<file path="src/rtl/mem_io_responder_pkg.sv">
// Shared address map and read-source encoding for mem_io_responder.
package mem_io_responder_pkg;

    localparam logic [17:0] IO_BASE = 18'h30000;
    localparam logic [17:0] IO_UART = IO_BASE;
    localparam logic [17:0] IO_CNT  = IO_BASE + 18'h4;

    // Counter byte selects occupy 4..7 so the low two bits are the byte lane.
    typedef enum logic [2:0] {
        SEL_ZERO = 3'd0,
        SEL_RAM  = 3'd1,
        SEL_RX   = 3'd2,
        SEL_CNT0 = 3'd4,
        SEL_CNT1 = 3'd5,
        SEL_CNT2 = 3'd6,
        SEL_CNT3 = 3'd7
    } rd_sel_e;

    function automatic logic is_io_addr(input logic [17:0] addr);
        return addr[17:16] == 2'b11;
    endfunction

endpackage

</file>
<file path="src/rtl/mem_io_responder_tx_fifo.sv">
// Byte FIFO feeding the UART transmitter; the head byte is visible
// combinationally so it can drive a valid/ready stream directly.
module tx_byte_fifo #(
    parameter int DEPTH = 8
) (
    input  logic                   clk_in,
    input  logic                   rst_in,
    input  logic                   push,
    input  logic [7:0]             push_data,
    input  logic                   pop,
    output logic [7:0]             head_data,
    output logic                   full,
    output logic                   empty,
    output logic [$clog2(DEPTH):0] count
);
    localparam int               PTR_W    = $clog2(DEPTH);
    localparam logic [PTR_W:0]   FULL_CNT = (PTR_W + 1)'(DEPTH);

    logic [7:0]       mem [DEPTH];
    logic [PTR_W-1:0] wr_ptr_reg;
    logic [PTR_W-1:0] rd_ptr_reg;
    logic [PTR_W:0]   count_reg;
    logic             do_push;
    logic             do_pop;

    assign empty     = (count_reg == '0);
    assign full      = (count_reg == FULL_CNT);
    assign count     = count_reg;
    assign head_data = mem[rd_ptr_reg];

    // A push into a full FIFO is still taken when the head leaves the same cycle.
    assign do_pop  = pop & ~empty;
    assign do_push = push & (~full | do_pop);

    always_ff @(posedge clk_in) begin
        if (do_push) begin
            mem[wr_ptr_reg] <= push_data;
        end
    end

    always_ff @(posedge clk_in or posedge rst_in) begin
        if (rst_in) begin
            wr_ptr_reg <= '0;
            rd_ptr_reg <= '0;
            count_reg  <= '0;
        end else begin
            if (do_push) begin
                wr_ptr_reg <= wr_ptr_reg + 1'b1;
            end
            if (do_pop) begin
                rd_ptr_reg <= rd_ptr_reg + 1'b1;
            end
            case ({do_push, do_pop})
                2'b10:   count_reg <= count_reg + 1'b1;
                2'b01:   count_reg <= count_reg - 1'b1;
                default: count_reg <= count_reg;
            endcase
        end
    end

endmodule

</file>
<file path="src/rtl/mem_io_responder.sv">
// CPU-facing memory/I-O responder: RAM pass-through, UART TX/RX ports and a
// free-running cycle counter, all read back with a fixed one-cycle latency.
module mem_io_responder
    import mem_io_responder_pkg::*;
#(
    parameter int TX_DEPTH    = 8,
    parameter int FULL_MARGIN = 2
) (
    input  logic        clk_in,
    input  logic        rst_in,
    input  logic [31:0] cpu_a,
    input  logic        cpu_wr,
    input  logic [7:0]  cpu_wdata,
    output logic [7:0]  cpu_rdata,
    output logic        io_buffer_full,
    output logic [16:0] ram_a,
    output logic        ram_we,
    output logic [7:0]  ram_wdata,
    input  logic [7:0]  ram_rdata,
    output logic [7:0]  tx_data,
    output logic        tx_valid,
    input  logic        tx_ready,
    input  logic [7:0]  rx_data,
    input  logic        rx_valid,
    output logic        rx_pop,
    output logic        halted,
    output logic        tx_overflow
);
    localparam int               CNT_W       = $clog2(TX_DEPTH) + 1;
    localparam logic [CNT_W-1:0] FULL_THRESH = CNT_W'(TX_DEPTH - FULL_MARGIN);

    logic [17:0] addr;
    logic        io_sel;
    logic        unused_addr_hi;

    rd_sel_e     rd_sel_reg;
    rd_sel_e     rd_sel_next;
    logic [7:0]  rx_byte_reg;
    logic [31:0] counter_reg;
    logic [31:0] snapshot_reg;
    logic [31:0] snapshot_next;
    logic        halted_reg;
    logic        halted_next;
    logic        overflow_reg;
    logic        io_full_reg;
    logic        rx_pop_req;
    logic [7:0]  snap_bytes [4];

    logic             fifo_push;
    logic [7:0]       fifo_push_data;
    logic             fifo_pop;
    logic             fifo_full;
    logic             fifo_empty;
    logic [CNT_W-1:0] fifo_count;

    assign addr           = cpu_a[17:0];
    assign unused_addr_hi = ^cpu_a[31:18];
    assign io_sel         = is_io_addr(addr);

    assign ram_a     = cpu_a[16:0];
    assign ram_wdata = cpu_wdata;
    assign ram_we    = cpu_wr & ~io_sel;

    genvar gi;
    generate
        for (gi = 0; gi < 4; gi++) begin : g_snap_byte
            assign snap_bytes[gi] = snapshot_reg[gi*8 +: 8];
        end
    endgenerate

    always_comb begin
        rd_sel_next    = SEL_ZERO;
        snapshot_next  = snapshot_reg;
        halted_next    = halted_reg;
        fifo_push      = 1'b0;
        fifo_push_data = cpu_wdata;
        rx_pop_req     = 1'b0;
        if (!io_sel) begin
            if (!cpu_wr) begin
                rd_sel_next = SEL_RAM;
            end
        end else if (cpu_wr) begin
            if (addr == IO_UART) begin
                fifo_push = (cpu_wdata != 8'h00);
            end else if (addr == IO_CNT) begin
                // Halt marker: a zero byte tells the host the program is done.
                fifo_push      = 1'b1;
                fifo_push_data = 8'h00;
                halted_next    = 1'b1;
            end
        end else if (addr == IO_UART) begin
            if (rx_valid) begin
                rx_pop_req  = 1'b1;
                rd_sel_next = SEL_RX;
            end
        end else if (addr[17:2] == IO_CNT[17:2]) begin
            // Only the low-byte read refreshes the snapshot, so the upper
            // bytes read afterwards belong to the same counter value.
            rd_sel_next = rd_sel_e'({1'b1, addr[1:0]});
            if (addr[1:0] == 2'b00) begin
                snapshot_next = counter_reg;
            end
        end
    end

    always_ff @(posedge clk_in or posedge rst_in) begin
        if (rst_in) begin
            rd_sel_reg   <= SEL_ZERO;
            rx_byte_reg  <= '0;
            counter_reg  <= '0;
            snapshot_reg <= '0;
            halted_reg   <= 1'b0;
            overflow_reg <= 1'b0;
            io_full_reg  <= 1'b0;
        end else begin
            rd_sel_reg   <= rd_sel_next;
            counter_reg  <= counter_reg + 32'd1;
            snapshot_reg <= snapshot_next;
            halted_reg   <= halted_next;
            overflow_reg <= overflow_reg | (fifo_push & fifo_full & ~fifo_pop);
            io_full_reg  <= (fifo_count >= FULL_THRESH);
            if (rx_pop_req) begin
                rx_byte_reg <= rx_data;
            end
        end
    end

    always_comb begin
        cpu_rdata = 8'h00;
        case (rd_sel_reg)
            SEL_RAM:                               cpu_rdata = ram_rdata;
            SEL_RX:                                cpu_rdata = rx_byte_reg;
            SEL_CNT0, SEL_CNT1, SEL_CNT2, SEL_CNT3: cpu_rdata = snap_bytes[rd_sel_reg[1:0]];
            default:                               cpu_rdata = 8'h00;
        endcase
    end

    assign rx_pop         = rx_pop_req & ~rst_in;
    assign fifo_pop       = tx_valid & tx_ready;
    assign halted         = halted_reg;
    assign tx_overflow    = overflow_reg;
    assign io_buffer_full = io_full_reg;

    tx_byte_fifo #(
        .DEPTH (TX_DEPTH)
    ) u_tx_fifo (
        .clk_in    (clk_in),
        .rst_in    (rst_in),
        .push      (fifo_push),
        .push_data (fifo_push_data),
        .pop       (fifo_pop),
        .head_data (tx_data),
        .full      (fifo_full),
        .empty     (fifo_empty),
        .count     (fifo_count)
    );

    assign tx_valid = ~fifo_empty;

endmodule

</file>
<file path="config.mk">
export PLATFORM = sky130hd
export DESIGN_NAME = mem_io_responder
export DESIGN_NICKNAME = d
export VERILOG_FILES = /design/src/rtl/mem_io_responder_pkg.sv /design/src/rtl/mem_io_responder_tx_fifo.sv /design/src/rtl/mem_io_responder.sv
export SDC_FILE = /design/constraint.sdc
export NUM_CORES = 1
export LEC_CHECK = 0
export ABC_AREA = 1
export CAP_MARGIN = 20
export CORE_AREA = 3 3 152 117
export CTS_BUF_LIST = sky130_fd_sc_hd__clkbuf_4
export DETAILED_ROUTE_END_ITERATION = 10
export DIE_AREA = 0 0 155 120
export HOLD_SLACK_MARGIN = 0.08
export PLACE_DENSITY = 0.67
export SLEW_MARGIN = 20
export SYNTH_ARGS = -nofsm -noshare
export SYNTH_HDL_FRONTEND = slang
export SYNTH_SLANG_ARGS = --single-unit
</file>
<file path="constraint.sdc">
create_clock -name clk_in -period 3.2 [get_ports clk_in]
set_input_delay 0.64 -clock clk_in [delete_from_list [all_inputs] [get_ports clk_in]]
set_output_delay 0.64 -clock clk_in [all_outputs]
set_load 0.005 [all_outputs]
</file>
# --- Word-level counts from Yosys, hierarchy flattened ---
# Memory sizes are Yosys's and may differ from the RTL's.
# Cells that the tools add are included.
classes:
  n_lt_le_gt_ge: 2
  n_eq_ne: 13
  bitwise_logic: 17
  addsub: 5
  multipliers: 0
  div_mod_pow: 0
  reduce_logical: 7
  shift: 0
  muxes: 25
ops:
  columns: ["cell", "n"]
  rows:
  - ["$mux W8", 6]
  - ["$eq A18 B18 Y1 const B", 2]
  - ["$add A32 B1 Y32 const B", 1]
  - ["$pmux W8 S3", 1]
  - ["$bmux W8 S2", 1]
  - ["$eq A16 B16 Y1 const B", 1]
  - ["$eq A3 B3 Y1 const B", 4]
  - ["$mux W3", 4]
  - ["$mux W1", 11]
  - ["$pmux W4 S2", 1]
  - ["$reduce_bool A8 Y1", 1]
  - ["$and A1 B1 Y1", 7]
  - ["$not A1 Y1", 7]
  - ["$add A3 B1 Y3 const B", 2]
  - ["$reduce_and A5 Y1", 1]
  - ["$add A4 B1 Y4 const B", 1]
  - ["$eq A2 B2 Y1 const B", 2]
  - ["$eq A4 B4 Y1 const B", 1]
  - ["$ge A4 B3 Y1 const B", 1]
  - ["$logic_not A4 Y1", 1]
  - ["$reduce_and A4 Y1", 1]
  - ["$reduce_or A4 Y1", 1]
  - ["$sub A4 B1 Y4 const B", 1]
  - ["$eq A3 B1 Y1 const B", 1]
  - ["8 further kinds", 9]
totals:
  romBits: 0
  inputBits: 61
  ramBits: 64
  elab_cells: 80
  latchBits: 0
  register_bits: 88
  n_memories: 1
  out_inout_bits: 47
mem_list:
  columns: ["name", "depth", "word_bits", "rd", "rd_clocked_by_memory_dff", "write_ports", "line_no", "text"]
  rows:
  - ["u_tx_fifo.mem", 8, 8, 1, 0, 1, "mem_io_responder_tx_fifo.sv:19", "logic [7:0] mem [DEPTH];"]

# --- Longest topological paths before layout ---
# Gate-level depths: netlist of the first run.
logic_depth:
  ltp_word: 8
  ltp_mapped: 13
  depth_no_buf: 13

# --- Hierarchy ---
# A second synthesis of the first run with hierarchy kept.
hier_totals:
  cells_unflattened: 826
  area_unflattened_um2: 7527.2
modules_own_cells:
  columns: ["module", "cells_per_inst", "instances", "area_per_inst_um2", "seq_area_each_um2"]
  rows:
  - ["mem_io_responder", 572, 1, 4398.0, 1951.9]
  - ["tx_byte_fifo", 254, 1, 3129.3, 2172.1]

# --- Worst setup path after synthesis of the first run ---
# Ideal clock, no wire load.
synth_path:
  kind: "input to register"
  from: "input cpu_a[13]"
  to: "register u_tx_fifo.count_reg[2], in the netlist u_tx_fifo.count[2]"
  required_ns: 3.073
  n_path_buf: 0
  setup_slack_ns: 0.719
  setup_time_ns: 0.127
  arrival_time_ns: 2.353
  cell_stages: 13
  cell_sequence: "nor2_1 -> nand2_1 -> nor2_4 -> and2_4 -> nand2_1 -> nand2_2 -> nand3_1 -> ha_1 -> xor2_1 -> ha_1 -> a21oi_1 -> xor2_1 -> o21ai_0"
synth_between:
  elab_chain_cells: 8
  word_cells_on_any_way: 11
  classes_between: "4 x eq/ne; 5 x mux; 1 x bitwise; 1 x reduce/logical"
synth_lines:
  columns: ["element", "line_no", "text"]
  rows:
  - ["start, declared", "mem_io_responder.sv:11", "input logic [31:0] cpu_a,"]
  - ["$eq A18 B18 Y1", "mem_io_responder.sv:85", "end else if (addr == IO_CNT) begin"]
  - ["$mux W1", "mem_io_responder.sv:85", null]
  - ["$mux W1 *", "mem_io_responder.sv:83", "if (addr == IO_UART) begin"]
  - ["$mux W1 *", "mem_io_responder.sv:82", "end else if (cpu_wr) begin"]
  - ["$mux W1 *", "mem_io_responder.sv:78", "if (!io_sel) begin"]
  - ["$and A1 B1 Y1 *", "mem_io_responder_tx_fifo.sv:33", "assign do_push = push & (~full | do_pop);"]
  - ["$eq A2 B1 Y1 or $eq A2 B2 Y1 (tied branches)", "mem_io_responder_tx_fifo.sv:53", "case ({do_push, do_pop})"]
  - ["$pmux W4 S2 or $reduce_bool A2 Y1 (tied branches)", null, null]
  - ["end signal, assigned", "mem_io_responder_tx_fifo.sv:54", "2'b10: count_reg <= count_reg + 1'b1;"]
  - ["end signal, assigned", "mem_io_responder_tx_fifo.sv:55", "2'b01: count_reg <= count_reg - 1'b1;"]
  - ["end signal, assigned", "mem_io_responder_tx_fifo.sv:56", "default: count_reg <= count_reg;"]
  - ["end, declared", "mem_io_responder_tx_fifo.sv:22", "logic [PTR_W:0] count_reg;"]
# Every way passes the cells marked *; elsewhere a longest branch is shown, timed or not.
# A chain may end at the register's enable or synchronous reset.

# --- Worst setup path after layout of the first run ---
layout_path:
  from: "register u_tx_fifo.rd_ptr_reg[0]"
  to: "output tx_data[5]"
layout_between:
  elab_chain_cells: 1
layout_lines:
  columns: ["element", "line_no", "text"]
  rows:
  - ["start, declared", "mem_io_responder_tx_fifo.sv:21", "logic [PTR_W-1:0] rd_ptr_reg;"]
  - ["start signal, assigned", "mem_io_responder_tx_fifo.sv:51", "rd_ptr_reg <= rd_ptr_reg + 1'b1;"]
  - ["$mem_v2 Z8 W8", null, null]
  - ["end, declared", "mem_io_responder.sv:20", "output logic [7:0] tx_data,"]
# Every way passes these cells.

==> results.json, run 1 <==
{
  "grt_overflow_total": 0,
  "synth_seq_area_share": 0.562,
  "syn2layout_area_growth_pct": 19.5,
  "max-vdd-ir-drop_v": 0.000303,
  "maxSlewViolCount": 0,
  "die_area_sq_mm": 0.0186,
  "postSynth.asyncResetShare": 0.579,
  "ys_seq_elements": 152,
  "largest_reg_flops": 64,
  "synth.avg_cell_area_sq_um": 9.48,
  "busiest_layer": "met1",
  "num_rows": 41,
  "die_width_um": 155,
  "whs_ns": 0.425,
  "tns_ns": 0,
  "cts_buffers": 17,
  "htreeDepth": 4,
  "grt_pass1_wl_um": 26700,
  "post_cts_resized": 1,
  "power_uw": 4500,
  "crit_type": "reg2out",
  "io_pins": 108,
  "initial_utilization": 0.443,
  "insertion_delay_ns": 0.55,
  "clkSinkCount": 152,
  "hold_viol_final": 0,
  "cp.required_ns": 2.56,
  "cts-hold-fix-buffers": 0,
  "fin_skew_ns": 0.0169,
  "via_per_inst": 5.04,
  "synth_fp_nets": 841,
  "dpl.hpwl_um": 12500,
  "leakage_uw": 0.00364,
  "drt_iter0_markers": 586,
  "status": "complete, no violations",
  "die_h_um": 120,
  "cts_setup_buffers": 0,
  "p_sw_frac": 0.331,
  "rsz0062_at_grt": "false",
  "clkPwrFrac": 0.242,
  "drtAntennaViolNets": 0,
  "cts_root_buf": "clkbuf_4",
  "crit_arrival_ns": 2.42,
  "grt_max_degree": 65,
  "crit_fanout": 33,
  "fin_ws_ns": 0.145,
  "grtUsageMet3": 0.0436,
  "post_drt_wl_per_cell_um": 15.4,
  "cts_tree": "yes",
  "antenna_found_initial": 1,
  "fmax_mhz": 327,
  "drive_gt1_frac": 0.129,
  "pwr_density_cell_mw_per_mm2": 513,
  "hp-class": "in2async",
  "use_met1": 0.286,
  "maxSlewHeadroom": 0.658,
  "ys.flop_type": "dfrtp_1",
  "portBuffers": 93,
  "p_seq_frac": 0.478,
  "final.period_utilization": 0.955,
  "start_kind": "register",
  "layout_min_cycle_time_ns": 3.06,
  "yosysUniqueCellTypes": 37,
  "netlist_instances": 774,
  "synth_warnings": 0,
  "clkSlewWorstSetupHoldPaths_ns": 0.14,
  "setup_violations": 0,
  "gp_congestion": 0.865,
  "max_slew.worst_pin.slew_ns": 0.512,
  "vias": 5522,
  "pre_cts_slack_ns": 0.0414,
  "grt_use_total": 0.186,
  "drv_cap": 0,
  "finalNetCount": 933,
  "synth_edf_count": 64,
  "end_kind": "primary output",
  "core_sq_mm": 0.0166,
  "finalWirelength_um": 16900,
  "synth_area_sq_mm": 0.00734,
  "grt_pass1_vias": 5039,
  "post-route-drc-count": 0,
  "p_switching_uw": 1490,
  "combPwrFrac": 0.280,
  "drt_first_pass_iters": 5,
  "internal_power_uw": 3010,
  "use_met2": 0.265,
  "clock_path_buffers": 2
}
==> per-stage QoR <==
stage          area, sq um  utilization  std cells
2_1_floorplan         7340            -        774
3_3_place_gp          8490        0.512       1062
3_5_place_dp          8490        0.512       1062
4_1_cts               8750        0.528       1094
5_1_grt               8770        0.529       1095
6_report              8770        0.529       1095
==> cells in the mapped netlist, types with 2 or more instances <==
cell type / instances / share of area
nand2_1: 148 / 0.076
nor2_1: 110 / 0.056
dfrtp_1: 88 / 0.30
inv_1: 69 / 0.035
edfxtp_1: 64 / 0.26
o21ai_0: 36 / 0.025
xor2_1: 35 / 0.042
o21ai_1: 32 / 0.022
nand3_1: 31 / 0.021
buf_4: 26 / 0.027
o32ai_1: 16 / 0.019
nor3_1: 13 / 0.0089
nand4_1: 11 / 0.0094
buf_2: 10 / 0.0068
inv_2: 8 / 0.0041
nor2_2: 8 / 0.0068
o21ai_2: 8 / 0.0096
o22ai_1: 8 / 0.0068
clkbuf_1: 7 / 0.0036
ha_1: 6 / 0.010
nor3_2: 6 / 0.0082
buf_1: 5 / 0.0026
a21oi_1: 4 / 0.0027
nand2_2: 3 / 0.0026
nand3_2: 3 / 0.0041
nand4_2: 3 / 0.0051
nor2_4: 3 / 0.0046
nand2_4: 2 / 0.0031
nand4_4: 2 / 0.0058
nor4_1: 2 / 0.0017
==> path summary, 6_finish.rpt <==
check	startpoint	slack [ns]	cells past startpoint	endpoint
worst min-delay path	rst_in	0.43	2	io_buffer_full$_DFF_PP0_
min in group clk_in	counter_reg[30]$_DFF_PP0_	0.48	1	counter_reg[30]$_DFF_PP0_
worst min register to register	counter_reg[30]$_DFF_PP0_	0.48	1	counter_reg[30]$_DFF_PP0_
worst max-delay path	u_tx_fifo.rd_ptr_reg[0]$_DFFE_PP0P_	0.14	7	tx_data[5]
max in group asynchronous	rst_in	2.18	3	counter_reg[10]$_DFF_PP0_
worst max register to register	u_tx_fifo.count[1]$_DFFE_PP0P_	0.74	11	u_tx_fifo.count[2]$_DFFE_PP0P_
==> critical path, cell delays in order (launching register included) <==
cell	delay, ns
dfrtp_1	0.45
inv_1	0.10
buf_8	0.24
nor2_1	0.08
o32ai_1	0.31
nand2_1	0.09
nand2_1	0.07
clkdlybuf4s50_1	0.52
==> routing by layer <==
| metal | vias up | share of wire | routed length [um] |
|---|---|---|---|
| met4 | 0 | 0.011 | 184 |
| li1 | 2735 | - | - |
| met5 | - | 0 | 0 |
| met1 | 2590 | 0.49 | 8310 |
| met3 | 19 | 0.066 | 1120 |
| met2 | 178 | 0.43 | 7270 |
==> power by group through the flow <==
stage	combinational (uW)	sequential [uW]	clock, uW
2_1_floorplan	712	2170	0
3_3_place_gp	1220	2190	0
5_1_grt	1380	2160	1210
6_report	1260	2150	1090
3_5_place_dp	1240	2190	0
4_1_cts	1250	2150	1120
==> area by class of cell <==
class                   count  area, sq um
clock buffers              17          128
flip-flops and latches    152         4130
multi-input cells         495         2620
diodes                      1         2.50
fillers                  1540         7800
repair buffers            122         1190
clock inverters            15          134
well taps                 215          269
inverters                  78          294
==> kinds of logic (layout without fill, tap and decap cells) <==
group	after synthesis	after routing	share of synthesized area
AOI/OAI and AO/OA	105	105	0.0856
xor gates and xnor gates	36	36	0.0430
adders and majority gates	6	6	0.0102
buffers and inverters	127	232	0.0810
DFF	152	152	0.562
other	0	1	0
and+or+nand+nor	348	348	0.218
==> placed cells by master (no fill, tap or decap), types with 6 or more instances in the layout <==
cell	Yosys	final
nand2_1	148	148
nor2_1	110	110
clkdlybuf4s50_1	0	93
dfrtp_1	88	86
inv_1	69	67
edfxtp_1	64	64
o21ai_0	36	36
xor2_1	35	35
o21ai_1	32	32
nand3_1	31	31
buf_4	26	25
clkbuf_4	0	17
o32ai_1	16	16
nor3_1	13	13
nand4_1	11	11
inv_2	8	9
o21ai_2	8	8
o22ai_1	8	8
nor2_2	8	7
inv_6	0	7
nor3_2	6	6
ha_1	6	6
Note: power is estimated with default switching activity, not from simulation.
==> inputs of run 2 (changes only) <==
--- a/config.mk
+++ b/config.mk
@@ -6,7 +6,6 @@
 export NUM_CORES = 1
 export LEC_CHECK = 0
 export ABC_AREA = 1
-export CAP_MARGIN = 20
 export CORE_AREA = 3 3 152 117
 export CTS_BUF_LIST = sky130_fd_sc_hd__clkbuf_4
 export DETAILED_ROUTE_END_ITERATION = 10
==> results of run 2 <==
Final layout, timing and power as in run 1 (identical DEF).
